==> config.mk <==
export PLATFORM = sky130hd
export DESIGN_NAME = dma_word_packer_flat
export DESIGN_NICKNAME = d
export VERILOG_FILES = /design/src/rtl/dma_word_packer_pkg.sv /design/src/rtl/dma_word_packer_if.sv /design/src/rtl/dma_word_packer.sv /design/src/flat_wrapper.sv
export SDC_FILE = /design/constraint.sdc
export NUM_CORES = 1
export LEC_CHECK = 0
export BUFFER_PORTS_ARGS = -buffer_cell sky130_fd_sc_hd__buf_2
export CORE_MARGIN = 3
export CORE_UTILIZATION = 45
export DETAILED_ROUTE_END_ITERATION = 10
export PLACE_DENSITY = 0.72
export SLEW_MARGIN = 0
export SYNTH_ARGS = -nofsm -noshare
export SYNTH_HDL_FRONTEND = slang
export SYNTH_SLANG_ARGS = --single-unit
export TNS_END_PERCENT = 5
==> constraint.sdc <==
create_clock -name clk -period 4.5 [get_ports clk]
set_input_delay 0.225 -clock clk [delete_from_list [all_inputs] [get_ports clk]]
set_output_delay 0.225 -clock clk [all_outputs]
set_load 0.03 [all_outputs]
==> src/rtl/dma_word_packer_pkg.sv <==
// Shared DMA definitions: FSM state encoding and default bus widths.
package dma_pkg;

    localparam int unsigned ADDR_WIDTH_DEF  = 23;
    localparam int unsigned COUNT_WIDTH_DEF = 16;
    localparam int unsigned STATE_WIDTH     = 3;

    typedef enum logic [STATE_WIDTH-1:0] {
        ST_IDLE  = 3'd0,
        ST_HI    = 3'd1,
        ST_LO    = 3'd2,
        ST_WRITE = 3'd3,
        ST_DONE  = 3'd4
    } state_e;

endpackage

==> src/rtl/dma_word_packer_if.sv <==
// FIFO read side and memory write port of the word packer.
interface dma_word_packer_if #(
    parameter int unsigned ADDR_WIDTH = dma_pkg::ADDR_WIDTH_DEF
);
    logic [7:0]            fifo_data;
    logic                  fifo_avail;
    logic                  fifo_pop;
    logic                  mem_req;
    logic [ADDR_WIDTH-1:0] mem_addr;
    logic [15:0]           mem_data;
    logic                  mem_ack;

    modport master (
        input  fifo_data, fifo_avail, mem_ack,
        output fifo_pop, mem_req, mem_addr, mem_data
    );

    modport slave (
        output fifo_data, fifo_avail, mem_ack,
        input  fifo_pop, mem_req, mem_addr, mem_data
    );
endinterface

==> src/rtl/dma_word_packer.sv <==
// Pops FIFO bytes, packs big-endian 16-bit words and writes them to ST memory
// at an auto-incrementing word address for a programmed word count.
module dma_word_packer
    import dma_pkg::*;
#(
    parameter int unsigned ADDR_WIDTH  = ADDR_WIDTH_DEF,
    parameter int unsigned COUNT_WIDTH = COUNT_WIDTH_DEF
) (
    input  logic                   clk,
    input  logic                   reset_n,
    input  logic                   start,
    input  logic [ADDR_WIDTH-1:0]  start_addr,
    input  logic [COUNT_WIDTH-1:0] word_count,
    input  logic                   abort,
    dma_word_packer_if.master      bus,
    output logic                   busy,
    output logic                   done,
    output logic [COUNT_WIDTH-1:0] words_left
);

    state_e                 state_q;
    logic [ADDR_WIDTH-1:0]  addr_q;
    logic [15:0]            data_q;
    logic [COUNT_WIDTH-1:0] left_q;
    logic                   req_q;
    logic                   done_q;
    logic                   busy_q;
    logic                   pop_c;

    // Pop only when a byte is present; suppressed on cycles that reset or abort.
    assign pop_c = reset_n && !abort && bus.fifo_avail &&
                   ((state_q == ST_HI) || (state_q == ST_LO));

    assign bus.fifo_pop = pop_c;
    assign bus.mem_req  = req_q;
    assign bus.mem_addr = addr_q;
    assign bus.mem_data = data_q;
    assign busy         = busy_q;
    assign done         = done_q;
    assign words_left   = left_q;

    always_ff @(posedge clk) begin
        if (!reset_n) begin
            state_q <= ST_IDLE;
            addr_q  <= '0;
            data_q  <= '0;
            left_q  <= '0;
            req_q   <= 1'b0;
            done_q  <= 1'b0;
            busy_q  <= 1'b0;
        end else if (abort) begin
            // An abandoned write is cancelled by dropping the request.
            state_q <= ST_IDLE;
            req_q   <= 1'b0;
            done_q  <= 1'b0;
            busy_q  <= 1'b0;
        end else begin
            case (state_q)
                ST_IDLE: begin
                    if (start) begin
                        busy_q <= 1'b1;
                        if (word_count != '0) begin
                            addr_q  <= start_addr;
                            left_q  <= word_count;
                            state_q <= ST_HI;
                        end else begin
                            done_q  <= 1'b1;
                            state_q <= ST_DONE;
                        end
                    end
                end
                ST_HI: begin
                    if (pop_c) begin
                        data_q[15:8] <= bus.fifo_data;
                        state_q      <= ST_LO;
                    end
                end
                ST_LO: begin
                    if (pop_c) begin
                        data_q[7:0] <= bus.fifo_data;
                        req_q       <= 1'b1;
                        state_q     <= ST_WRITE;
                    end
                end
                ST_WRITE: begin
                    if (bus.mem_ack) begin
                        addr_q <= addr_q + ADDR_WIDTH'(1);
                        left_q <= left_q - COUNT_WIDTH'(1);
                        req_q  <= 1'b0;
                        if (left_q == COUNT_WIDTH'(1)) begin
                            done_q  <= 1'b1;
                            state_q <= ST_DONE;
                        end else begin
                            state_q <= ST_HI;
                        end
                    end
                end
                ST_DONE: begin
                    done_q  <= 1'b0;
                    busy_q  <= 1'b0;
                    state_q <= ST_IDLE;
                end
                default: begin
                    req_q   <= 1'b0;
                    done_q  <= 1'b0;
                    busy_q  <= 1'b0;
                    state_q <= ST_IDLE;
                end
            endcase
        end
    end

endmodule

==> src/flat_wrapper.sv <==
// flat-port wrapper written by rule: the top's interface ports become plain ports
module dma_word_packer_flat import dma_pkg::*;
#(
    parameter int unsigned ADDR_WIDTH  = ADDR_WIDTH_DEF,
    parameter int unsigned COUNT_WIDTH = COUNT_WIDTH_DEF
)
  (clk, reset_n, start, start_addr, word_count, abort, busy, done, words_left, bus_fifo_data, bus_fifo_avail, bus_mem_ack, bus_fifo_pop, bus_mem_req, bus_mem_addr, bus_mem_data);
  dma_word_packer_if #(.ADDR_WIDTH(ADDR_WIDTH)) bus_i ();
  input  logic clk;
  input  logic reset_n;
  input  logic start;
  input  logic [ADDR_WIDTH-1:0] start_addr;
  input  logic [COUNT_WIDTH-1:0] word_count;
  input  logic abort;
  output logic busy;
  output logic done;
  output logic [COUNT_WIDTH-1:0] words_left;
  input wire logic [$bits(bus_i.fifo_data)-1:0] bus_fifo_data;
  input wire logic [$bits(bus_i.fifo_avail)-1:0] bus_fifo_avail;
  input wire logic [$bits(bus_i.mem_ack)-1:0] bus_mem_ack;
  output wire logic [$bits(bus_i.fifo_pop)-1:0] bus_fifo_pop;
  output wire logic [$bits(bus_i.mem_req)-1:0] bus_mem_req;
  output wire logic [$bits(bus_i.mem_addr)-1:0] bus_mem_addr;
  output wire logic [$bits(bus_i.mem_data)-1:0] bus_mem_data;
  assign bus_i.fifo_data = bus_fifo_data;
  assign bus_i.fifo_avail = bus_fifo_avail;
  assign bus_i.mem_ack = bus_mem_ack;
  assign bus_fifo_pop = bus_i.fifo_pop;
  assign bus_mem_req = bus_i.mem_req;
  assign bus_mem_addr = bus_i.mem_addr;
  assign bus_mem_data = bus_i.mem_data;
  dma_word_packer #(.ADDR_WIDTH(ADDR_WIDTH), .COUNT_WIDTH(COUNT_WIDTH)) u_core (.clk(clk), .reset_n(reset_n), .start(start), .start_addr(start_addr), .word_count(word_count), .abort(abort), .bus(bus_i), .busy(busy), .done(done), .words_left(words_left));
endmodule
==> impl_metrics.py <==
metrics = {
    "run_status": {
        "status": "completed",
    },
    "grt": {
        "overflow": 0,
        "antenna_found_initial": 0,
        "grt.total_usage_pct": 21.5,
        "grt_pass1_wl_mm": 15.2,
        "grt_max_degree": 50,
        "grt_pass1_vias": 3331,
    },
    "worst_setup_path": {
        "crit_type": "reg -> reg",
        "crit_arrival_ps": 2900,
        "end_kind": "flip-flop",
        "crit_required_ps": 4730,
        "r2r_start": "u_core.state_q[0]",
        "cp-start-kind": "flip-flop",
        "cp_max_fo": 28,
        "startpoint": "u_core.state_q[0]",
    },
    "floorplan": {
        "core_area_um2": 7330,
        "initial_core_util_pct": 46.9,
        "die_y_um": 93.4,
        "die_area_um2": 8720,
        "placementRows": 31,
        "io_pins": 112,
        "die_x_um": 93.4,
    },
    "drt": {
        "ant_nets": 0,
        "remaining_drc_errors": 0,
        "wire_per_inst_um": 14.6,
        "num_vias": 3695,
        "via_per_inst": 5.76,
        "dr.pass1.iters": 4,
        "wl_mm": 9.37,
        "drt_iter0_drc": 185,
    },
    "clock_network": {
        "cts.clk_slew.worst_paths_ps": 60,
        "postCtsResizedCells": 0,
        "cts_tree": "yes",
        "insertion_delay_ps": 340,
        "clock-root-buffer": "clkbuf_8",
        "ctsHoldBuffers": 0,
        "clock_sink_count": 61,
        "cts_max_level": 3,
        "cts_inserted_buffers": 9,
        "post_cts.repair.setup_buffers": 0,
        "cts_max_path_buffers": 2,
    },
    "yosys": {
        "ys_warn_count": 0,
        "yosysMostFrequentCell": "dfxtp_1",
        "netlist_top_cells_area": "dfxtp_1 36%, a21oi_1 7.1%, nand2_1 6.4%, nor2_1 6.3%, mux2i_1 5.0%",
        "synth-seq-cells": 61,
        "synth_area_per_cell_um2": 7.72,
        "synth-main-ff-cell": "dfxtp_1",
        "syn_nets": 501,
        "synth.distinct_cells": 64,
        "syn_inst": 445,
        "yosys.area.top_type": "dfxtp_1",
        "netlist.area_leader.share_pct": 35.6,
        "synth_common_cells": "61 x dfxtp_1, 59 x nand2_1, 58 x nor2_1",
        "syn_area_um2": 3430,
        "synth-edff-count": 0,
        "async_flop_share_pct": 0,
        "synth_seq_area_share_pct": 35.6,
    },
    "timing": {
        "skew_ps": 4.64,
        "finalMaxSlewViolations": 0,
        "setup_viol": 0,
        "max_freq_ghz": 0.375,
        "rsz0062_at_grt": "no",
        "max_slew_margin_pct": 24.8,
        "period_minus_slack_ps": 2660,
        "final_hold_viol_count": 0,
        "finalCritPeriodShare_pct": 59.2,
        "worstMarginPinSlew_ps": 1120,
        "tns_ps": 0,
    },
    "final_layout": {
        "drive_gt1_share_pct": 27.7,
        "final_util_pct": 58.0,
        "final_net_count": 593,
        "antenna_cells": 0,
        "area_growth_pct": 23.8,
        "final_cell_area_um2": 4250,
    },
    "placement": {
        "portBuffers": 111,
        "hpwl_mm": 6.53,
        "place_area_um2": 3990,
        "place_congestion": 0.872,
    },
    "power": {
        "p_per_area_nw_per_um2": 341,
        "ir_drop_uv": 219,
        "power.leakage_uw": 0.00195,
    },
    "worst_hold_path": {
        "hold_path.class": "in -> reg",
        "hp-start": "abort",
    },
    "flow_run": {
        "maxCapViolations": 0,
    },
}
==> per-layer routing <==
metal  wire length [um]  track usage [%]  up-vias  part of all wire [%]
li1                   -                -     1826                     -
met1               4120             27.5     1722                    44
met2               4210             33.2      133                    45
met3                889             8.21       14                   9.5
met4                148             6.84        0                   1.6
met5                  0                0        -                     0
==> final timing paths <==
check / end / slack [ps] / cells after the start
worst max-delay path: u_core.words_left[8] / 1840 / 5
worst min-delay path: u_core.state_q[1] / 100 / 2
worst max register to register: u_core.words_left[8] / 1840 / 5
worst min register to register: u_core.busy / 470 / 2
==> placed cells by master (no fill, tap or decap), types with 2 or more instances in the layout <==
| cell type | synthesis | layout |
|---|---|---|
| inv_1 | 7 | 7 |
| o21ai_1 | 3 | 2 |
| a41oi_1 | 4 | 4 |
| buf_2 | 6 | 111 |
| buf_4 | 3 | 4 |
| ha_1 | 3 | 3 |
| a21oi_1 | 49 | 49 |
| nand3b_1 | 4 | 4 |
| nand3_1 | 13 | 13 |
| o41ai_1 | 3 | 3 |
| o21a_1 | 5 | 5 |
| nor2_1 | 58 | 58 |
| nand4_1 | 6 | 6 |
| o21ai_0 | 28 | 28 |
| nor4_1 | 8 | 8 |
| or3_1 | 3 | 3 |
| bufinv_16 | 0 | 3 |
| dfxtp_1 | 61 | 61 |
| a311oi_1 | 3 | 3 |
| o32ai_1 | 4 | 4 |
| a31oi_1 | 5 | 5 |
| and3_1 | 2 | 2 |
| or2_2 | 2 | 2 |
| nor2b_1 | 4 | 4 |
| o211ai_1 | 3 | 3 |
| mux2i_1 | 17 | 17 |
| a22o_1 | 3 | 3 |
| o31ai_1 | 5 | 5 |
| clkbuf_8 | 0 | 12 |
| nor3_1 | 10 | 10 |
| and4_1 | 2 | 2 |
| o221a_2 | 6 | 6 |
| a21o_1 | 2 | 2 |
| nand2_1 | 59 | 59 |
| a211oi_1 | 2 | 2 |
==> worst max-delay path: stages, from the launching register on <==
cell and delay [ps]:
dfxtp_1 400, or3b_1 460, a211oi_2 360, o21a_1 840, o21ai_0 210, a31o_2 290
==> logic make-up after synthesis <==
kind of cell	synth area share [%]
adder cells (fa/ha/maj)	1.09
flip-flops	35.6
AND/OR/NAND/NOR	26.7
AO/OA/AOI/OAI	26.0
buffers and inverters	5.61
multiplexers	4.95
==> per-stage QoR <==
stage | setup WS [ps] | hold WS [ps] | std cells | power [uW]
finish | 1840 | 101 | 641 | 1450
global route | 1660 | 94.2 | 641 | 1510
CTS | 1820 | 82.5 | 641 | 1460
detailed placement | 1840 | 449 | 625 | 826
global placement | 1900 | 454 | 625 | 823
floorplan | 2440 | 297 | 445 | 756
==> state kept, by name, summed over array words and instances (netlist names) <==
signal,flops
u_core.state_q,3
u_core.words_left,16
u_core.busy,1
u_core.bus.mem_req,1
u_core.done,1
u_core.bus.mem_addr,23
u_core.bus.mem_data,16
==> area by class of cell <==
| type | instances | area [um^2] |
|---|---|---|
| Multi-Input combinational cell | 342 | 2030 |
| Inverter | 8 | 30.0 |
| Sequential cell | 61 | 1220 |
| Fill cell | 689 | 3080 |
| Tap cell | 99 | 124 |
| Clock buffer | 13 | 169 |
| Clock inverter | 3 | 90.1 |
| Timing Repair Buffer | 115 | 586 |
==> power breakdown <==
group,switching (uW),internal (uW)
Sequential,31.0,562
Clock,219,414
Combinational,141,81.1
Total,391,1060
No activity file was read; power rests on OpenSTA's default activity.
